`config.mk`:
```
export PLATFORM = sky130hd
export DESIGN_NAME = ex_muldiv_flat
export DESIGN_NICKNAME = d
export VERILOG_FILES = /design/src/rtl/ex_muldiv_if.sv /design/src/rtl/ex_muldiv.sv /design/src/flat_wrapper.sv
export SDC_FILE = /design/constraint.sdc
export NUM_CORES = 1
export LEC_CHECK = 0
export CAP_MARGIN = 0
export CELL_PAD_IN_SITES_DETAIL_PLACEMENT = 0
export CELL_PAD_IN_SITES_GLOBAL_PLACEMENT = 1
export CORE_UTILIZATION = 38
export CTS_CLUSTER_SIZE = 40
export DETAILED_ROUTE_END_ITERATION = 8
export PLACE_DENSITY = 0.82
export REMOVE_ABC_BUFFERS = 1
export SYNTH_ARGS = -nofsm -noshare
export SYNTH_HDL_FRONTEND = slang
export SYNTH_SLANG_ARGS = --single-unit
```
`constraint.sdc`:
```
create_clock -name clk -period 7.9 [get_ports clk]
set_clock_uncertainty 0.1 [all_clocks]
set_input_delay 0.79 -clock clk [delete_from_list [all_inputs] [get_ports clk]]
set_output_delay 0.79 -clock clk [all_outputs]
set_load 0.05 [all_outputs]
```
`src/rtl/ex_muldiv_if.sv`:
```
// Handshake/bus bundle between the ID/EX pipeline and the multiply/divide unit.
interface ex_muldiv_if #(
    parameter int XLEN       = 32,
    parameter int REG_ADDR_W = 5
);
    logic                  valid_i;
    logic [2:0]            op_i;
    logic [XLEN-1:0]       a_i;
    logic [XLEN-1:0]       b_i;
    logic [REG_ADDR_W-1:0] wd_i;
    logic                  wreg_i;
    logic                  flush_i;
    logic                  stall_o;
    logic                  valid_o;
    logic [XLEN-1:0]       result_o;
    logic [REG_ADDR_W-1:0] wd_o;
    logic                  wreg_o;

    // Pipeline side: issues ops, observes stall and write-back.
    modport master (
        output valid_i, op_i, a_i, b_i, wd_i, wreg_i, flush_i,
        input  stall_o, valid_o, result_o, wd_o, wreg_o
    );

    // Execute unit side.
    modport slave (
        input  valid_i, op_i, a_i, b_i, wd_i, wreg_i, flush_i,
        output stall_o, valid_o, result_o, wd_o, wreg_o
    );
endinterface

```
`src/rtl/ex_muldiv.sv`:
```
// Iterative RV32M execute unit: shift-add multiply and restoring divide over
// operand magnitudes, BPC bits per cycle, with a final sign-correction cycle.
//
// state | meaning
// IDLE  | waiting for an op; divide-by-zero and signed overflow finish here
// CALC  | iterating, BPC bits per cycle, N = XLEN/BPC cycles
// SIGN  | sign correction and result selection
// DONE  | result presented for one cycle
//
// BPC must be a power of two in 1..8 that divides XLEN.
module ex_muldiv #(
    parameter int XLEN       = 32,
    parameter int BPC        = 1,
    parameter int REG_ADDR_W = 5
) (
    input  logic        clk,
    input  logic        rst,
    ex_muldiv_if.slave  bus
);
    localparam int N  = XLEN / BPC;
    localparam int CW = $clog2(N + 1);

    typedef enum logic [1:0] {IDLE, CALC, SIGN, DONE} state_t;

    state_t                state_q, state_d;
    logic [2:0]            op_q, op_d;
    logic [REG_ADDR_W-1:0] wd_q, wd_d;
    logic                  wreg_q, wreg_d;
    logic [CW-1:0]         cnt_q, cnt_d;
    // Multiply: {high product, remaining multiplier}. Divide: {remainder, dividend/quotient}.
    logic [2*XLEN-1:0]     acc_q, acc_d;
    // Multiplicand or divisor magnitude.
    logic [XLEN-1:0]       opb_q, opb_d;
    logic                  neg_q, neg_d;
    logic                  aneg_q, aneg_d;
    logic [XLEN-1:0]       result_q, result_d;

    logic                  is_div, a_sgn, b_sgn, a_neg, b_neg;
    logic [XLEN-1:0]       a_mag, b_mag;
    logic                  div_zero, div_ovf, fast;
    logic [XLEN-1:0]       fast_res;
    logic [2*XLEN-1:0]     step;
    logic [XLEN:0]         part, diff;
    logic [2*XLEN-1:0]     prod;
    logic [XLEN-1:0]       quo, rem, sign_res;

    // Operand decode: signedness, magnitudes and the two divide special cases.
    always_comb begin
        is_div   = bus.op_i[2];
        a_sgn    = is_div ? ~bus.op_i[0] : (bus.op_i[1:0] != 2'b11);
        b_sgn    = is_div ? ~bus.op_i[0] : ~bus.op_i[1];
        a_neg    = a_sgn & bus.a_i[XLEN-1];
        b_neg    = b_sgn & bus.b_i[XLEN-1];
        a_mag    = a_neg ? -bus.a_i : bus.a_i;
        b_mag    = b_neg ? -bus.b_i : bus.b_i;
        div_zero = is_div & (bus.b_i == '0);
        div_ovf  = is_div & ~bus.op_i[0] & (bus.a_i == {1'b1, {(XLEN-1){1'b0}}})
                   & (bus.b_i == '1);
        fast     = div_zero | div_ovf;
        if (div_zero) fast_res = bus.op_i[1] ? bus.a_i : '1;
        else          fast_res = bus.op_i[1] ? '0 : bus.a_i;
    end

    // One CALC cycle: BPC shift-add or restoring-subtract steps.
    always_comb begin
        step = acc_q;
        part = '0;
        diff = '0;
        for (int i = 0; i < BPC; i++) begin
            if (op_q[2]) begin
                part = step[2*XLEN-1:XLEN-1];
                diff = part - {1'b0, opb_q};
                if (!diff[XLEN]) step = {diff[XLEN-1:0], step[XLEN-2:0], 1'b1};
                else             step = {part[XLEN-1:0], step[XLEN-2:0], 1'b0};
            end else begin
                part = {1'b0, step[2*XLEN-1:XLEN]} + (step[0] ? {1'b0, opb_q} : '0);
                step = {part, step[XLEN-1:1]};
            end
        end
    end

    // Sign correction and selection of the architectural result.
    always_comb begin
        prod = neg_q ? -acc_q : acc_q;
        quo  = acc_q[XLEN-1:0];
        rem  = acc_q[2*XLEN-1:XLEN];
        if (op_q[2]) begin
            if (op_q[1]) sign_res = aneg_q ? -rem : rem;
            else         sign_res = neg_q ? -quo : quo;
        end else begin
            sign_res = (op_q[1:0] == 2'b00) ? prod[XLEN-1:0] : prod[2*XLEN-1:XLEN];
        end
    end

    // State and datapath registers.
    always_ff @(posedge clk or negedge rst) begin
        if (!rst) begin
            state_q  <= IDLE;
            op_q     <= '0;
            wd_q     <= '0;
            wreg_q   <= 1'b0;
            cnt_q    <= '0;
            acc_q    <= '0;
            opb_q    <= '0;
            neg_q    <= 1'b0;
            aneg_q   <= 1'b0;
            result_q <= '0;
        end else begin
            state_q  <= state_d;
            op_q     <= op_d;
            wd_q     <= wd_d;
            wreg_q   <= wreg_d;
            cnt_q    <= cnt_d;
            acc_q    <= acc_d;
            opb_q    <= opb_d;
            neg_q    <= neg_d;
            aneg_q   <= aneg_d;
            result_q <= result_d;
        end
    end

    // Next state; a flush always returns to IDLE.
    always_comb begin
        state_d = state_q;
        if (bus.flush_i) begin
            state_d = IDLE;
        end else begin
            case (state_q)
                IDLE: if (bus.valid_i) state_d = fast ? DONE : CALC;
                CALC: if (cnt_q == CW'(N - 1)) state_d = SIGN;
                SIGN: state_d = DONE;
                // valid_i may still be high here for the finished instruction.
                DONE: state_d = IDLE;
                default: state_d = IDLE;
            endcase
        end
    end

    // Datapath register updates and handshake outputs.
    always_comb begin
        op_d     = op_q;
        wd_d     = wd_q;
        wreg_d   = wreg_q;
        cnt_d    = cnt_q;
        acc_d    = acc_q;
        opb_d    = opb_q;
        neg_d    = neg_q;
        aneg_d   = aneg_q;
        result_d = result_q;
        if (!bus.flush_i) begin
            case (state_q)
                IDLE: begin
                    if (bus.valid_i) begin
                        op_d   = bus.op_i;
                        wd_d   = bus.wd_i;
                        wreg_d = bus.wreg_i;
                        cnt_d  = '0;
                        acc_d  = {{XLEN{1'b0}}, a_mag};
                        opb_d  = b_mag;
                        neg_d  = a_neg ^ b_neg;
                        aneg_d = a_neg;
                        if (fast) result_d = fast_res;
                    end
                end
                CALC: begin
                    acc_d = step;
                    cnt_d = cnt_q + CW'(1);
                end
                SIGN: result_d = sign_res;
                default: ;
            endcase
        end
        bus.stall_o  = rst & ~bus.flush_i &
                       (((state_q == IDLE) & bus.valid_i) | (state_q == CALC) | (state_q == SIGN));
        bus.valid_o  = (state_q == DONE) & ~bus.flush_i;
        bus.result_o = result_q;
        bus.wd_o     = wd_q;
        bus.wreg_o   = wreg_q;
    end
endmodule

```
`src/flat_wrapper.sv`:
```
// flat-port wrapper written by rule: the top's interface ports become plain ports
module ex_muldiv_flat 
#(
    parameter int XLEN       = 32,
    parameter int BPC        = 1,
    parameter int REG_ADDR_W = 5
)
  (clk, rst, bus_valid_i, bus_op_i, bus_a_i, bus_b_i, bus_wd_i, bus_wreg_i, bus_flush_i, bus_stall_o, bus_valid_o, bus_result_o, bus_wd_o, bus_wreg_o);
  ex_muldiv_if #(.XLEN(XLEN), .REG_ADDR_W(REG_ADDR_W)) bus_i ();
  input  logic clk;
  input  logic rst;
  input wire logic [$bits(bus_i.valid_i)-1:0] bus_valid_i;
  input wire logic [$bits(bus_i.op_i)-1:0] bus_op_i;
  input wire logic [$bits(bus_i.a_i)-1:0] bus_a_i;
  input wire logic [$bits(bus_i.b_i)-1:0] bus_b_i;
  input wire logic [$bits(bus_i.wd_i)-1:0] bus_wd_i;
  input wire logic [$bits(bus_i.wreg_i)-1:0] bus_wreg_i;
  input wire logic [$bits(bus_i.flush_i)-1:0] bus_flush_i;
  output wire logic [$bits(bus_i.stall_o)-1:0] bus_stall_o;
  output wire logic [$bits(bus_i.valid_o)-1:0] bus_valid_o;
  output wire logic [$bits(bus_i.result_o)-1:0] bus_result_o;
  output wire logic [$bits(bus_i.wd_o)-1:0] bus_wd_o;
  output wire logic [$bits(bus_i.wreg_o)-1:0] bus_wreg_o;
  assign bus_i.valid_i = bus_valid_i;
  assign bus_i.op_i = bus_op_i;
  assign bus_i.a_i = bus_a_i;
  assign bus_i.b_i = bus_b_i;
  assign bus_i.wd_i = bus_wd_i;
  assign bus_i.wreg_i = bus_wreg_i;
  assign bus_i.flush_i = bus_flush_i;
  assign bus_stall_o = bus_i.stall_o;
  assign bus_valid_o = bus_i.valid_o;
  assign bus_result_o = bus_i.result_o;
  assign bus_wd_o = bus_i.wd_o;
  assign bus_wreg_o = bus_i.wreg_o;
  ex_muldiv #(.XLEN(XLEN), .BPC(BPC), .REG_ADDR_W(REG_ADDR_W)) u_core (.clk(clk), .rst(rst), .bus(bus_i));
endmodule
```
==> flow_summary_export.csv, run 1 <==
group,metric,value,unit
run_status,status,"complete, no violations",
global_routing,top_usage_layer,"met2",
yosys,synth_compound_area_frac,0.262,
yosys,synthTopCellsByArea,"dfrtp_1 25%, o21ai_0 7.4%, xnor2_1 6.8%, nand2_1 6.4%, ha_1 6.2%",
timing,worstMarginPinSlew,1180,ps
critical_path,reg2reg_slack,3340,ps
final_layout,num-fill-cells,3939,
clock_network,cts_resized,0,
timing,maxSlewHeadroom,0.212,
min_path,hold_path.class,"in2async",
global_routing,grt_pass1_wl,84.9,mm
clock_network,post_cts.repair.setup_buffers,0,
critical_path,crit_required,8210,ps
global_routing,grt_use_met3,0.0440,
global_routing,grt_max_degree,73,
yosys,yosysWarnings,0,
drt,drt_first_iter_violations,1445,
drt,drcViolationCount,0,
final_layout,final_cell_area,17100,um^2
yosys,ys_ff_latch,147,
clock_network,clockBufferDepth,2,
clock_network,cts_tree,"built",
final_layout,multi_input_area,10500,um^2
clock_network,hold_buffers,0,
yosys,avgSynthCellArea,7.48,um^2
yosys,synth_flop_cell,"dfrtp_1",
critical_path,critical_path_class,"in2reg",
timing,fin_ws,3140,ps
global_routing,gr-total-overflow,0,
power,power.density,437,nW/um^2
floorplanning,ios,117,
clock_network,cts_made_buffers,17,
global_routing,grt_pass1_vias,14700,
critical_path,crit_fanout,61,
clock_network,clk_latency,480,ps
yosys,synthesis.area,15000,um^2
power,ir_drop,0.185,mV
yosys,synth-simple-area-share,0.212,
timing,fin_crit,4760,ps
drt,ant_nets,0,
timing,hold_viol_final,0,
placed_design,dpl.hpwl,39.3,mm
drt,dr.pass1.iters,6,
floorplanning,rows,72,
drt,wl,53.5,mm
floorplanning,initial_core_util,0.387,
yosys,synth-edff-count,0,
power,leakage,7.06,nW
yosys,synth_xor_area_frac,0.109,
drt,vias_per_cell,5.97,
timing,finalCritPeriodShare,0.602,
timing,finalSetupTns,0,ps
placed_design,place_area,16500,um^2
floorplanning,die_w,201,um
final_layout,seqCellArea,3680,um^2
final_layout,layout-drive-gt1-share,0.0481,
yosys,synth_top_area_frac,0.245,
timing,finalHoldWorstSlack,151,ps
critical_path,endpoint_kind,"flop",
power,finalPower,7.46,mW
yosys,ys_types,84,
timing,rsz0062_at_grt,"no",
floorplanning,die_y,201,um
final_layout,final_cell_mix,"257 x nand2_1, 223 x o21ai_0, 156 x nor2_1, 145 x dfrtp_1, 138 x a21oi_1",
timing,setup_violations,0,
final_layout,final_common_cell,"nand2_1",
yosys,synth_top_family_by_area,"compound AO/OA/AOI/OAI gates",
drt,wl_per_cell,20.9,um
global_routing,grt_usage,0.267,
global_routing,antenna_found_initial,0,
final_layout,diodes,0,
run,maxCapViolations,0,
placed_design,gp_congestion,0.909,
timing,drv_slew,0,
drt,vias,15300,
clock_network,clk_pin_slew,70,ps
floorplanning,core-area,38800,um^2
timing,max_freq,0.210,GHz
final_layout,final_nets,2179,
yosys,synth_top_cell_by_area,"dfrtp_1",
yosys,async_reset_ff_frac,1.00,
clock_network,htreeDepth,4,
final_layout,area_growth,13.8,%
clock_network,root_buffer,"clkbuf_16",
placed_design,io_buffers,116,
global_routing,met2_usage,0.418,
yosys,synthCells,2007,
floorplanning,die_area,40300,um^2
yosys,synthMuxAreaShare,0.0343,
yosys,seq_area_frac_synth,0.245,
critical_path,crit_arrival,5070,ps
yosys,synthAdderAreaFrac,0.0823,
critical_path,start_kind,"primary input",
global_routing,use_met1,0.362,
clock_network,cts_sinks,147,
placed_design,preCtsSetupSlack,2710,ps
==> routing by layer <==
metal  vias up  share of wire  wire [um]
met4         0          0.036       1930
met5         -              0          0
li1       7278              -          -
met1      7264           0.45      24200
met3       116          0.063       3370
met2       603           0.45      24000
==> cell usage after synthesis, types with 5 or more instances <==
library cell / count
a21o_1: 25
and4_1: 5
o41ai_1: 6
a31oi_1: 30
maj3_1: 27
o21a_1: 11
o31ai_1: 33
nand2_1: 257
nor2_1: 156
o22ai_1: 13
dfrtp_1: 147
or3_1: 30
mux2i_1: 47
o221ai_1: 15
a211oi_1: 18
o21bai_1: 6
nor2b_1: 14
buf_1: 5
or4_1: 19
nor4_1: 15
clkbuf_1: 124
inv_1: 69
o21ai_1: 17
and3_1: 13
xnor2_1: 117
o21ai_0: 223
nand4_1: 25
xor2_1: 69
o211ai_1: 15
a21oi_1: 138
nand2b_1: 21
nor3_1: 40
a311oi_1: 5
buf_2: 11
o311a_1: 5
a22oi_1: 17
and2_1: 11
ha_1: 74
or2_2: 12
nand3_1: 40
==> flip-flops by register name (all words and copies together), names as in the netlist <==
signal	cells
u_core.bus.wd_o	5
u_core.state_q	2
u_core.aneg_q	1
u_core.opb_q	32
u_core.neg_q	1
u_core.op_q	3
u_core.bus.wreg_o	1
u_core.bus.result_o	32
u_core.cnt_q	6
u_core.acc_q	64
==> cells by family (layout without fill, tap and decap cells) <==
| group | count (synthesis) | in the layout |
|---|---|---|
| XOR/XNOR | 186 | 186 |
| AO/OA/AOI/OAI | 632 | 632 |
| buffers and inverters | 213 | 245 |
| AND/OR/NAND/NOR | 675 | 675 |
| flip-flops | 147 | 147 |
| multiplexers | 51 | 51 |
| adder cells (fa/ha/maj) | 103 | 103 |
==> worst max-delay path, stage by stage <==
cell	delay [ps]
clkdlybuf4s50_1	490
or3_1	450
nor4_2	580
nand3_1	360
nand2b_1	340
or4_1	550
nand3_1	140
nand2_2	670
a311oi_1	580
a21o_1	120
==> area by class of cell <==
type / count / share of cell area
Clock buffer: 17 / 0.0249
Clock inverter: 15 / 0.0111
Inverter: 71 / 0.0156
Multi-Input combinational cell: 1647 / 0.616
Sequential cell: 147 / 0.215
Tap cell: 518 / 0.0379
Timing Repair Buffer: 142 / 0.0794
==> power by group <==
| group | internal, mW | switching, mW | leakage (nW) |
|---|---|---|---|
| combinational | 1.79 | 3.22 | 4.87 |
| sequential | 1.07 | 0.489 | 1.89 |
| clock | 0.481 | 0.413 | 0.303 |
==> worst paths after layout <==
kind                                      endpoint  cells after the start                from
setup / recovery           u_core.bus.result_o[31]                     10          bus_a_i[4]
hold / removal                    u_core.acc_q[40]                      1                 rst
setup reg to reg                  u_core.acc_q[61]                     12     u_core.acc_q[0]
hold reg to reg                 u_core.bus.wd_o[3]                      2  u_core.bus.wd_o[3]
max in group asynchronous  u_core.bus.result_o[23]                      3                 rst
min in group clk                u_core.bus.wd_o[3]                      2  u_core.bus.wd_o[3]
==> through the flow <==
stage          utilization  std cells
4_1_cts              0.440       2557
3_5_place_dp         0.424       2525
5_1_grt              0.440       2557
6_report             0.440       2557
2_1_floorplan            -       1865
3_3_place_gp         0.424       2525
Power figures use the tool's default switching activity.
==> run 2: changes to the inputs <==
Clock period 7.9 ns to 4.7 ns, I/O delays scaled along.
==> flow_summary_export.csv, run 2 (synthesis results as in run 1) <==
group,metric,value,unit
run_status,status,"complete, no violations",
clock_network,hold_buffers,1,
floorplanning,ios,117,
clock_network,post_cts.repair.setup_buffers,0,
clock_network,cts_tree,"built",
drt,dr.pass1.iters,6,
final_layout,final_cells,2575,
final_layout,largest_reg_flops,64,
global_routing,grt_pass1_vias,14600,
final_layout,seqCellArea,3680,um^2
timing,finalHoldWorstSlack,378,ps
power,power.density,728,nW/um^2
critical_path,crit_required,4920,ps
min_path,hold_path.class,"reg2reg",
clock_network,cts_sinks,147,
timing,max_freq,0.255,GHz
placed_design,dpl.hpwl,40.7,mm
drt,drt_first_iter_violations,1527,
final_layout,final_cell_mix,"257 x nand2_1, 223 x o21ai_0, 156 x nor2_1, 145 x dfrtp_1, 138 x a21oi_1",
timing,worstMarginPinSlew,995,ps
placed_design,gp_congestion,0.983,
timing,hold_viol_final,0,
final_layout,top_register,"u_core.acc_q",
drt,ant_nets,0,
timing,rsz0062_at_grt,"no",
timing,fin_crit,3930,ps
critical_path,reg2reg_slack,770,ps
floorplanning,die_w,201,um
clock_network,cts_made_buffers,17,
final_layout,final_common_cell,"nand2_1",
floorplanning,initial_core_util,0.387,
critical_path,start_kind,"flop",
timing,setup_violations,0,
clock_network,root_buffer,"clkbuf_16",
clock_network,clk_pin_slew,70,ps
critical_path,r2r_end,"u_core.acc_q[61]",
floorplanning,rows,72,
final_layout,num-fill-cells,3934,
drt,vias,15600,
drt,wl_per_cell,21.2,um
power,leakage,7.12,nW
clock_network,clk_latency,460,ps
global_routing,antenna_found_initial,1,
drt,wl,54.7,mm
min_path,whs_endpoint,"u_core.bus.result_o[23]",
critical_path,crit_fanout,16,
global_routing,grt_pass1_wl,85.4,mm
floorplanning,core-area,38800,um^2
global_routing,grt_usage,0.269,
power,ir_drop,0.322,mV
timing,maxSlewHeadroom,0.336,
run,maxCapViolations,0,
placed_design,dp.cells,2542,
drt,vias_per_cell,6.04,
critical_path,timing.rr.start,"u_core.acc_q[0]",
floorplanning,die_y,201,um
timing,drv_slew,0,
critical_path,crit_arrival,4150,ps
timing,finalCritPeriodShare,0.835,
critical_path,endpoint_kind,"flop",
critical_path,critical_path_class,"reg2reg",
placed_design,io_buffers,116,
timing,fin_ws,774,ps
drt,drcViolationCount,0,
clock_network,clockBufferDepth,2,
final_layout,area_growth,14.5,%
power,finalPower,12.5,mW
global_routing,gr-total-overflow,0,
final_layout,layout-drive-gt1-share,0.0549,
final_layout,final_nets,2197,
final_layout,diodes,0,
placed_design,preCtsSetupSlack,621,ps
clock_network,cts_resized,0,
min_path,hold_depth,1,
timing,finalSetupTns,0,ps
clock_network,htreeDepth,4,
floorplanning,die_area,40300,um^2
global_routing,grt_max_degree,72,
critical_path,rr_worst_depth,12,
min_path,worstHoldStart,"u_core.bus.result_o[23]",
final_layout,multi_input_area,10500,um^2
run 2: worst max-delay path by stage:
| stage | end | startpoint |
|---|---|---|
| after CTS | u_core.acc_q[61] | u_core.acc_q[0] |
| after global placement | u_core.bus.result_o[31] | bus_op_i[2] |
| after floorplan | u_core.acc_q[55] | u_core.acc_q[31] |
| final | u_core.acc_q[61] | u_core.acc_q[0] |
| after detailed placement | u_core.bus.result_o[31] | bus_a_i[4] |
| after global routing | u_core.acc_q[61] | u_core.acc_q[0] |
run 2: worst max-delay path: stages, from the launching register on:
cell and delay [ps]:
dfrtp_1 450, inv_1 430, nor2_1 120, ha_1 350
nor2b_1 160, o31ai_1 350, a21oi_1 250, a31oi_1 630
o21bai_1 250, a21oi_1 270, o211ai_1 140, xnor2_1 160
o221ai_1 120
run 2: metrics by stage:
stage / instance area (um^2) / util
floorplan: 14500 / -
global placement: 16600 / 0.428
detailed placement: 16600 / 0.428
CTS: 17200 / 0.443
global route: 17200 / 0.443
finish: 17200 / 0.443
run 2: final cells by class:
| type | count | area share |
|---|---|---|
| Multi-Input combinational cell | 1647 | 0.612 |
| Timing Repair Buffer | 160 | 0.0877 |
| Clock inverter | 11 | 0.00604 |
| Clock buffer | 21 | 0.0268 |
| Tap cell | 518 | 0.0377 |
| Inverter | 71 | 0.0155 |
| Sequential cell | 147 | 0.214 |
run 2: report_power, final:
group / internal (mW) / switching, mW / total (mW) / leakage [nW]
Sequential: 1.80 / 0.794 / 2.59 / 1.89
Clock: 0.757 / 0.620 / 1.38 / 0.262
Combinational: 3.06 / 5.48 / 8.54 / 4.96
run 2: metal layers:
metal	up-vias	wire (um)	track usage	share of wire
li1	7310	-	-	-
met1	7496	24600	0.372	0.45
met2	657	24700	0.426	0.45
met3	92	3660	0.0381	0.067
met4	0	1640	0.0941	0.030
met5	-	0	0	0
==> run 3: changes to the inputs <==
Clock period 4.7 ns to 3.7 ns, I/O delays scaled along.
==> flow_summary_export.csv, run 3 (synthesis results as in run 1) <==
group,metric,value,unit
run_status,status,"complete, no violations",
global_routing,grt_pass1_wl,88.7,mm
final_layout,post-route-util,0.461,
floorplanning,die_w,201,um
placed_design,gp_congestion,0.950,
timing,finalSetupTns,0,ps
clock_network,htreeDepth,4,
floorplanning,die_y,201,um
timing,fin_crit,3560,ps
floorplanning,core-area,38800,um^2
clock_network,cts_sinks,147,
floorplanning,ios,117,
critical_path,crit_arrival,3760,ps
critical_path,critPathMaxStageDelay,420,ps
min_path,hold_path.class,"in2async",
drt,drcViolationCount,0,
power,ir_drop,0.500,mV
drt,drt_first_iter_violations,1392,
timing,setup_violations,0,
clock_network,root_buffer,"clkbuf_16",
placed_design,io_buffers,116,
final_layout,area_growth,19.2,%
power,p_switching,8.99,mW
power,sw_frac_of_total,0.544,
critical_path,endpoint_kind,"flop",
clock_network,clockBufferDepth,2,
placed_design,preCtsSetupSlack,13.4,ps
final_layout,largest_reg_flops,64,
global_routing,use_met1,0.380,
critical_path,crit_fanout,5,
global_routing,gr-total-overflow,0,
power,seqPwrFrac,0.187,
floorplanning,initial_core_util,0.387,
global_routing,top_usage_layer,"met2",
drt,vias_per_cell,5.98,
power,p_int,7.53,mW
global_routing,grt_pass1_vias,15300,
placed_design,dpl.hpwl,43.1,mm
clock_network,cts_made_buffers,17,
timing,worstMarginPinSlew,917,ps
timing,fin_ws,144,ps
timing,maxSlewHeadroom,0.389,
clock_network,clk_latency,460,ps
placed_design,place_area,17300,um^2
timing,rsz0062_at_grt,"no",
final_layout,final_cell_area,17900,um^2
global_routing,grt_use_met3,0.0500,
run,maxCapViolations,0,
clock_network,post_cts.repair.setup_buffers,0,
timing,drv_slew,0,
timing,max_freq,0.281,GHz
global_routing,grt_usage,0.281,
drt,ant_nets,0,
power,leakage,7.55,nW
final_layout,top_register,"u_core.acc_q",
timing,finalHoldWorstSlack,295,ps
drt,vias,15900,
final_layout,final_common_cell,"nand2_1",
final_layout,layout-drive-gt1-share,0.0957,
power,pwr-share-clk,0.100,
global_routing,met2_usage,0.437,
timing,finalCritPeriodShare,0.961,
timing,hold_viol_final,0,
global_routing,antenna_found_initial,1,
critical_path,start_kind,"flop",
floorplanning,die_area,40300,um^2
critical_path,crit_required,3900,ps
floorplanning,rows,72,
clock_network,cts_tree,"built",
power,comb_power_share,0.713,
global_routing,grt_max_degree,114,
clock_network,clk_pin_slew,70,ps
final_layout,final_cell_mix,"257 x nand2_1, 222 x o21ai_0, 156 x nor2_1, 144 x dfrtp_1, 137 x a21oi_1",
final_layout,final_nets,2283,
drt,wl_per_cell,21.2,um
power,power.density,923,nW/um^2
drt,wl,56.5,mm
critical_path,path_cells,"buf_4, nand2_1, inv_1, ha_1, a211oi_1, o211ai_1, nand2_1, o21ai_0, a21oi_1, o21ai_0, buf_4, a31oi_1, mux2i_1, o211ai_1",
critical_path,slowest_stage,"dfrtp_1",
drt,dr.pass1.iters,6,
final_layout,diodes,0,
critical_path,critical_path_class,"reg2reg",
==> run 3: cell count changes in the layout (fill, tap and decap cells not counted), sizes merged <==
| cell | before | now |
|---|---|---|
| bufinv | 1 | 0 |
| clkbuf | 21 | 19 |
| clkinvlp | 5 | 6 |
| buf | 44 | 130 |
| clkinv | 6 | 7 |
==> run 3: metal layers <==
metal  wire length, um  vias to the layer above  part of all wire
li1                  -                     7472                 -
met1             25300                     7677              0.45
met2             24900                      616              0.44
met3              3940                      134             0.070
met4              2300                        2             0.041
met5                12                        -           0.00021
==> run 3: path summary, 6_finish.rpt <==
path | cells past startpoint | endpoint | startpoint | slack [ps]
worst max-delay path | 14 | u_core.acc_q[60] | u_core.acc_q[0] | 140
worst min-delay path | 2 | u_core.acc_q[47] | rst | 300
worst max register to register | 14 | u_core.acc_q[60] | u_core.acc_q[0] | 140
worst min register to register | 1 | u_core.bus.result_o[16] | u_core.bus.result_o[16] | 370
max in group asynchronous | 3 | u_core.acc_q[39] | rst | 2120
min in group clk | 3 | u_core.bus.wd_o[0] | bus_wd_i[0] | 340
==> run 3: what timing repair did <==
| item | CTS | global route |
|---|---|---|
| gates resized for setup | 0 | 10 |
| hold buffers | 1 | 0 |
| endpoints found under the hold margin | 34 | 0 |
| endpoints found under the setup margin | 0 | 5 |
==> run 3: layout make-up <==
type	instances	area, um^2
Clock buffer	19	443
Timing Repair Buffer	246	2220
Tap cell	518	648
Inverter	71	267
Clock inverter	12	86.3
Sequential cell	147	3680
Multi-Input combinational cell	1647	10600
Fill cell	3934	20900
==> run 3: power by group through the flow <==
stage	clock network, mW	registers, mW	logic [mW]
6_report	1.66	3.09	11.8
5_1_grt	1.74	3.19	12.8
4_1_cts	1.67	3.07	11.6
3_5_place_dp	0	3.09	11.5
3_3_place_gp	0	3.06	11.4
2_1_floorplan	0	3.75	6.78
==> run 3: worst max-delay path, delay by kind of cell (launching register included) <==
kind,cells,cell delay (ps)
buffers and inverters,3,390
AND/OR/NAND/NOR,2,270
adder cells (fa/ha/maj),1,290
flip-flops,1,420
multiplexers,1,260
AO/OA/AOI/OAI,7,1650
==> run 3: through the flow <==
step | instances | total power, mW
2_1_floorplan | 1865 | 10.5
3_3_place_gp | 2628 | 14.5
3_5_place_dp | 2628 | 14.6
4_1_cts | 2660 | 16.3
5_1_grt | 2660 | 17.7
6_report | 2660 | 16.5
